--- config.mk ---
export PLATFORM = sky130hd
export DESIGN_NAME = mc_control_fsm_flat
export DESIGN_NICKNAME = d
export VERILOG_FILES = /design/src/rtl/mc_control_fsm_if.sv /design/src/rtl/mc_control_fsm.sv /design/src/flat_wrapper.sv
export SDC_FILE = /design/constraint.sdc
export NUM_CORES = 1
export LEC_CHECK = 0
export CORE_UTILIZATION = 40
export CTS_CLUSTER_SIZE = 8
export DETAILED_ROUTE_END_ITERATION = 7
export PLACE_DENSITY = 0.82
export SYNTH_ARGS = -nofsm -noshare
export SYNTH_HDL_FRONTEND = slang
export SYNTH_SLANG_ARGS = --single-unit
--- constraint.sdc ---
create_clock -name clk -period 1.7 [get_ports clk]
set_input_delay 0.34 -clock clk [delete_from_list [all_inputs] [get_ports clk]]
set_output_delay 0.34 -clock clk [all_outputs]
set_load 0.02 [all_outputs]
--- src/rtl/mc_control_fsm_if.sv ---
// Control bus between the multicycle controller and its datapath.
interface mc_control_fsm_if;
    logic [6:0] opcode;
    logic       alu_bcond;
    logic       mem_ready;
    logic       pc_write;
    logic       pc_write_cond;
    logic       i_or_d;
    logic       mem_read;
    logic       mem_write;
    logic       ir_write;
    logic       reg_write;
    logic [1:0] rd_src;
    logic       alu_src_a;
    logic [1:0] alu_src_b;
    logic [1:0] alu_op;
    logic       pc_source;
    logic       halted;
    logic [3:0] state;

    // Controller side: consumes instruction/status, drives control strobes.
    modport master (
        input  opcode, alu_bcond, mem_ready,
        output pc_write, pc_write_cond, i_or_d, mem_read, mem_write, ir_write,
               reg_write, rd_src, alu_src_a, alu_src_b, alu_op, pc_source,
               halted, state
    );

    // Datapath side: the mirror image of the controller.
    modport slave (
        output opcode, alu_bcond, mem_ready,
        input  pc_write, pc_write_cond, i_or_d, mem_read, mem_write, ir_write,
               reg_write, rd_src, alu_src_a, alu_src_b, alu_op, pc_source,
               halted, state
    );
endinterface

--- src/rtl/mc_control_fsm.sv ---
// Multicycle RISC-V style control FSM. Control strobes are decoded from the
// current state (plus mem_ready/reset where noted) so the datapath sees them
// in the same cycle the state is entered.
module mc_control_fsm (
    input  logic             clk,
    input  logic             reset,
    mc_control_fsm_if.master bus
);
    localparam int unsigned STATE_W = 4;

    localparam logic [6:0] OP_R     = 7'b0110011;
    localparam logic [6:0] OP_I     = 7'b0010011;
    localparam logic [6:0] OP_LOAD  = 7'b0000011;
    localparam logic [6:0] OP_STORE = 7'b0100011;
    localparam logic [6:0] OP_BR    = 7'b1100011;
    localparam logic [6:0] OP_JAL   = 7'b1101111;
    localparam logic [6:0] OP_JALR  = 7'b1100111;
    localparam logic [6:0] OP_SYS   = 7'b1110011;

    typedef enum logic [STATE_W-1:0] {
        S_IF       = 4'd0,
        S_ID       = 4'd1,
        S_EX_R     = 4'd2,
        S_EX_I     = 4'd3,
        S_WB_ALU   = 4'd4,
        S_MEM_ADDR = 4'd5,
        S_MEM_RD   = 4'd6,
        S_WB_MEM   = 4'd7,
        S_MEM_WR   = 4'd8,
        S_EX_B     = 4'd9,
        S_PC_INC   = 4'd10,
        S_JAL      = 4'd11,
        S_EX_JALR  = 4'd12,
        S_JALR_WB  = 4'd13,
        S_HALT     = 4'd14,
        S_BAD      = 4'd15
    } state_t;

    state_t state_q;
    state_t state_next;
    logic   halted_q;

    logic       pc_write_c;
    logic       pc_write_cond_c;
    logic       i_or_d_c;
    logic       mem_read_c;
    logic       mem_write_c;
    logic       ir_write_c;
    logic       reg_write_c;
    logic [1:0] rd_src_c;
    logic       alu_src_a_c;
    logic [1:0] alu_src_b_c;
    logic [1:0] alu_op_c;
    logic       pc_source_c;

    // State register and sticky halt flag; synchronous reset returns to fetch.
    always_ff @(posedge clk) begin
        if (reset) begin
            state_q  <= S_IF;
            halted_q <= 1'b0;
        end else begin
            state_q  <= state_next;
            halted_q <= (state_next == S_HALT);
        end
    end

    // Next-state selection and per-state control decode.
    always_comb begin
        state_next      = state_q;
        pc_write_c      = 1'b0;
        pc_write_cond_c = 1'b0;
        i_or_d_c        = 1'b0;
        mem_read_c      = 1'b0;
        mem_write_c     = 1'b0;
        ir_write_c      = 1'b0;
        reg_write_c     = 1'b0;
        rd_src_c        = 2'b00;
        alu_src_a_c     = 1'b0;
        alu_src_b_c     = 2'b00;
        alu_op_c        = 2'b00;
        pc_source_c     = 1'b0;

        case (state_q)
            S_IF: begin
                mem_read_c = 1'b1;
                ir_write_c = bus.mem_ready;
                if (bus.mem_ready) state_next = S_ID;
            end
            S_ID: begin
                alu_src_b_c = 2'b10;
                case (bus.opcode)
                    OP_R:              state_next = S_EX_R;
                    OP_I:              state_next = S_EX_I;
                    OP_LOAD, OP_STORE: state_next = S_MEM_ADDR;
                    OP_BR:             state_next = S_EX_B;
                    OP_JAL:            state_next = S_JAL;
                    OP_JALR:           state_next = S_EX_JALR;
                    OP_SYS:            state_next = S_HALT;
                    default:           state_next = S_PC_INC;
                endcase
            end
            S_EX_R: begin
                alu_src_a_c = 1'b1;
                alu_op_c    = 2'b10;
                state_next  = S_WB_ALU;
            end
            S_EX_I: begin
                alu_src_a_c = 1'b1;
                alu_src_b_c = 2'b10;
                alu_op_c    = 2'b10;
                state_next  = S_WB_ALU;
            end
            S_WB_ALU: begin
                reg_write_c = 1'b1;
                alu_src_b_c = 2'b01;
                pc_write_c  = 1'b1;
                state_next  = S_IF;
            end
            S_MEM_ADDR: begin
                alu_src_a_c = 1'b1;
                alu_src_b_c = 2'b10;
                state_next  = (bus.opcode == OP_LOAD) ? S_MEM_RD : S_MEM_WR;
            end
            S_MEM_RD: begin
                i_or_d_c   = 1'b1;
                mem_read_c = 1'b1;
                if (bus.mem_ready) state_next = S_WB_MEM;
            end
            S_WB_MEM: begin
                reg_write_c = 1'b1;
                rd_src_c    = 2'b01;
                alu_src_b_c = 2'b01;
                pc_write_c  = 1'b1;
                state_next  = S_IF;
            end
            S_MEM_WR: begin
                // PC only advances in the cycle the store actually completes.
                i_or_d_c    = 1'b1;
                mem_write_c = 1'b1;
                alu_src_b_c = 2'b01;
                pc_write_c  = bus.mem_ready;
                if (bus.mem_ready) state_next = S_IF;
            end
            S_EX_B: begin
                alu_src_a_c     = 1'b1;
                alu_op_c        = 2'b01;
                pc_source_c     = 1'b1;
                pc_write_cond_c = 1'b1;
                state_next      = bus.alu_bcond ? S_IF : S_PC_INC;
            end
            S_PC_INC: begin
                alu_src_b_c = 2'b01;
                pc_write_c  = 1'b1;
                state_next  = S_IF;
            end
            S_JAL, S_JALR_WB: begin
                // rd <- PC+4 from the ALU while PC loads the target from ALUOut.
                alu_src_b_c = 2'b01;
                reg_write_c = 1'b1;
                rd_src_c    = 2'b10;
                pc_write_c  = 1'b1;
                pc_source_c = 1'b1;
                state_next  = S_IF;
            end
            S_EX_JALR: begin
                alu_src_a_c = 1'b1;
                alu_src_b_c = 2'b10;
                state_next  = S_JALR_WB;
            end
            S_HALT: begin
                state_next = S_HALT;
            end
            default: begin
                state_next = S_IF;
            end
        endcase

        // Reset suppresses every side-effecting strobe immediately.
        if (reset) begin
            pc_write_c      = 1'b0;
            pc_write_cond_c = 1'b0;
            ir_write_c      = 1'b0;
            reg_write_c     = 1'b0;
            mem_read_c      = 1'b0;
            mem_write_c     = 1'b0;
        end
    end

    assign bus.pc_write      = pc_write_c;
    assign bus.pc_write_cond = pc_write_cond_c;
    assign bus.i_or_d        = i_or_d_c;
    assign bus.mem_read      = mem_read_c;
    assign bus.mem_write     = mem_write_c;
    assign bus.ir_write      = ir_write_c;
    assign bus.reg_write     = reg_write_c;
    assign bus.rd_src        = rd_src_c;
    assign bus.alu_src_a     = alu_src_a_c;
    assign bus.alu_src_b     = alu_src_b_c;
    assign bus.alu_op        = alu_op_c;
    assign bus.pc_source     = pc_source_c;
    assign bus.halted        = halted_q;
    assign bus.state         = STATE_W'(state_q);
endmodule
--- src/flat_wrapper.sv ---
// flat-port wrapper written by rule: the top's interface ports become plain ports
module mc_control_fsm_flat 
  (clk, reset, bus_opcode, bus_alu_bcond, bus_mem_ready, bus_pc_write, bus_pc_write_cond, bus_i_or_d, bus_mem_read, bus_mem_write, bus_ir_write, bus_reg_write, bus_rd_src, bus_alu_src_a, bus_alu_src_b, bus_alu_op, bus_pc_source, bus_halted, bus_state);
  mc_control_fsm_if bus_i ();
  input  logic clk;
  input  logic reset;
  input wire logic [$bits(bus_i.opcode)-1:0] bus_opcode;
  input wire logic [$bits(bus_i.alu_bcond)-1:0] bus_alu_bcond;
  input wire logic [$bits(bus_i.mem_ready)-1:0] bus_mem_ready;
  output wire logic [$bits(bus_i.pc_write)-1:0] bus_pc_write;
  output wire logic [$bits(bus_i.pc_write_cond)-1:0] bus_pc_write_cond;
  output wire logic [$bits(bus_i.i_or_d)-1:0] bus_i_or_d;
  output wire logic [$bits(bus_i.mem_read)-1:0] bus_mem_read;
  output wire logic [$bits(bus_i.mem_write)-1:0] bus_mem_write;
  output wire logic [$bits(bus_i.ir_write)-1:0] bus_ir_write;
  output wire logic [$bits(bus_i.reg_write)-1:0] bus_reg_write;
  output wire logic [$bits(bus_i.rd_src)-1:0] bus_rd_src;
  output wire logic [$bits(bus_i.alu_src_a)-1:0] bus_alu_src_a;
  output wire logic [$bits(bus_i.alu_src_b)-1:0] bus_alu_src_b;
  output wire logic [$bits(bus_i.alu_op)-1:0] bus_alu_op;
  output wire logic [$bits(bus_i.pc_source)-1:0] bus_pc_source;
  output wire logic [$bits(bus_i.halted)-1:0] bus_halted;
  output wire logic [$bits(bus_i.state)-1:0] bus_state;
  assign bus_i.opcode = bus_opcode;
  assign bus_i.alu_bcond = bus_alu_bcond;
  assign bus_i.mem_ready = bus_mem_ready;
  assign bus_pc_write = bus_i.pc_write;
  assign bus_pc_write_cond = bus_i.pc_write_cond;
  assign bus_i_or_d = bus_i.i_or_d;
  assign bus_mem_read = bus_i.mem_read;
  assign bus_mem_write = bus_i.mem_write;
  assign bus_ir_write = bus_i.ir_write;
  assign bus_reg_write = bus_i.reg_write;
  assign bus_rd_src = bus_i.rd_src;
  assign bus_alu_src_a = bus_i.alu_src_a;
  assign bus_alu_src_b = bus_i.alu_src_b;
  assign bus_alu_op = bus_i.alu_op;
  assign bus_pc_source = bus_i.pc_source;
  assign bus_halted = bus_i.halted;
  assign bus_state = bus_i.state;
  mc_control_fsm u_core (.clk(clk), .reset(reset), .bus(bus_i));
endmodule
==> results.md <==
- Yosys Warn Count: 0
- Final hold violation count: 0
- First-pass GRT wire length: 4.82 mm
- Largest net degree at the start of global routing: 12
- Register area share after synthesis: 15.4%
- Setup slack at placement: -0.466 ns
- Number of hold buffers added after cts: 0
- Maxcap violations: 0
- Iter 0 DRT Violations: 36
- Die area: 1790 sq um
- Sink Count: 5
- Ant diodes: 0
- Reg2reg end: u_core.bus.halted
- Fillcell total: 48
- Synth Flop Type: dfxtp_1
- Share of cells above drive strength 1: 58.1%
- Slew Viols, Final: 0
- Leak Pwr: 0.675 nW
- Post-Syn Instances: 88
- CP startpoint: bus_mem_ready
- Power per cell area: 713 nW/um^2
- Die width: 42.3 microns
- Post-synth top area share: 15.4%
- Worst path required time: 1.36 ns
- Clock buffer depth: 2
- Finish-stage setup viols: 8
- Std-Cell Rows: 14
- Final setup margin: -0.0881 ns
- P&R area growth vs syn: 118%
- Fmax: 559 MHz
- DR pass1 iterations: 4
- Remaining Overflow, GRT: 0
- List of most frequent post-synthesis cells: nor2_1 (16), nand2_1 (7), dfxtp_1 (5)
- DPL Wire Length: 1.87 mm
- CP max FO: 2
- Crit end category: primary output
- R2R depth: 8
- CTS tree: built
- Async S/R FF share, synth: 0%
- Fin crit period: 1.79 ns
- Hold/Removal Path Class: reg2reg
- Initial Util: 43.0%
- Peak supply drop: 0.618 mV
- Die height: 42.3 microns
- Initial antenna violation count: 0
- Synth Register Bits: 5
- WL met3: 234 microns
- FF-to-FF Start: u_core.bus.state[1]
- Syn Nets: 99
- Top-count cell post-synth: nor2_1
- I/O Buffers: 30
- RSZ-0062 raised after global routing: true
- M1 WL: 1.28 mm
- Layout Utilization: 93.9%
- Via-per-instance ratio: 6.17
- Clk root buf: clkbuf_4
- Slew HR: 74.5%
- Status: complete, but fails checks
- Routed len/inst: 20.3 microns
- Hold_sp: u_core.bus.state[2]
- Routed Antenna Nets: 0
- CTS buffer count: 3
- Mapped Area: 648 sq um
- Core area: 1510 sq um
- Total global routing track utilization: 36.1%
- EDFF count, synth: 0
- DRC: 0
- Syn Area/Cell: 7.37 sq um
- Fin crit share: 105%
- Final Net Count: 167
- Failing checks: setup timing
- Final RePlAce weighted congestion: 0.871
- Critical Path Sink: bus_pc_write
- Clk Latency, worst-skew pair: 0.24 ns
- Yosys top cell by area: dfxtp_1
- Vias in the first global route: 1037
- Met2 WL: 1.81 mm
- Ports: 31
- Worst-path clk slew: 0.05 ns
- Drt total wl: 3.48 mm
- R2R Setup Slk: -0.08 ns
- Synth area leaders: dfxtp_1 (15%), nor2_1 (9.3%), xor2_1 (5.4%)
- Startpoint type of the worst setup path: primary input
- Worst-Margin Slew: 0.381 ns
- Vias: 1055
- Critical path arrival: 1.45 ns
- Crit path kind: in2out
- Clock skew: 0.000613 ns
- Htree depth: 1
- Top sig layer: met4
- Library cells used by synthesis: 41
[worst max-delay path, cell delays in order]
cell	delay, ns
clkdlybuf4s50_1	0.50
inv_1	0.07
nor2_1	0.11
o21ai_0	0.11
a21oi_2	0.16
buf_4	0.15
[report_power, final]
group	switching [W]	leakage (nW)	internal [W]
logic	0.000349	0.617	0.000352
clock network	0.0000548	0.0150	0.0000891
registers	0.0000303	0.0433	0.000133
total	0.000434	0.675	0.000574
[state kept, by name (all words and copies together), names as in the netlist]
register / flops
u_core.bus.state: 4
u_core.bus.halted: 1
[layout make-up]
cell class | count | area [sq um] | area share (%)
clock buffers | 4 | 26.3 | 1.86
inverters | 1 | 3.75 | 0.265
multi-input cells | 75 | 646 | 45.7
flip-flops and latches | 5 | 113 | 7.96
well taps | 16 | 20.0 | 1.42
repair buffers | 70 | 606 | 42.8
[routing by layer]
metal,vias up,GRT usage (%)
li1,462,-
met1,497,37.6
met2,80,69.8
met3,16,3.45
met4,0,18.1
met5,-,0
[kinds of logic after synthesis]
kind of cell / Yosys count / share of synthesized area (%)
AOI/OAI and AO/OA: 24 / 27.4
DFF: 5 / 15.4
buffers and inverters: 8 / 6.56
muxes: 2 / 3.47
xor gates and xnor gates: 4 / 5.40
and+or+nand+nor: 45 / 41.7
[worst min-delay path by stage]
stage	endpoint	slack, ns	cells after the start
4_1_cts	u_core.bus.state[3]	0.74	2
3_5_place_dp	u_core.bus.state[3]	0.74	3
6_report	u_core.bus.state[3]	0.72	2
5_1_grt	u_core.bus.state[3]	0.74	2
3_3_place_gp	u_core.bus.state[3]	0.71	3
2_1_floorplan	u_core.bus.state[0]	0.58	2
[metrics by stage]
stage | power, W | std cells | cell area [sq um] | hold slack (ns) | setup TNS [ns]
2_1_floorplan | 0.000425 | 88 | 667 | 0.576 | -0.406
3_3_place_gp | 0.000694 | 164 | 1220 | 0.707 | -4.52
3_5_place_dp | 0.000714 | 164 | 1220 | 0.739 | -5.21
4_1_cts | 0.000913 | 170 | 1330 | 0.743 | -0.0934
5_1_grt | 0.00104 | 171 | 1410 | 0.743 | -0.619
6_report | 0.00101 | 171 | 1410 | 0.722 | -0.322
[layout by cell type (no fill, tap or decap), types with 3 or more instances in the layout]
cell             synthesis  layout
clkbuf_4                 0       3
buf_6                    1      11
clkdlybuf4s50_1          0      11
xor2_1                   4       3
nor2_1                  16      13
o21ai_1                  3       4
nor2_2                   0       3
buf_4                    1      39
buf_2                    1       3
dlygate4sd2_1            0       3
dfxtp_4                  0       3
and3_1                   4       3
nand2_1                  7       3
[what timing repair did]
action                                  CTS  global route
cloned                                    0             0
pin swaps                                 9             3
setup buffers                             3             1
resized for setup                        96            25
endpoints found under the setup margin   21            15
Power figures use the tool's default switching activity.
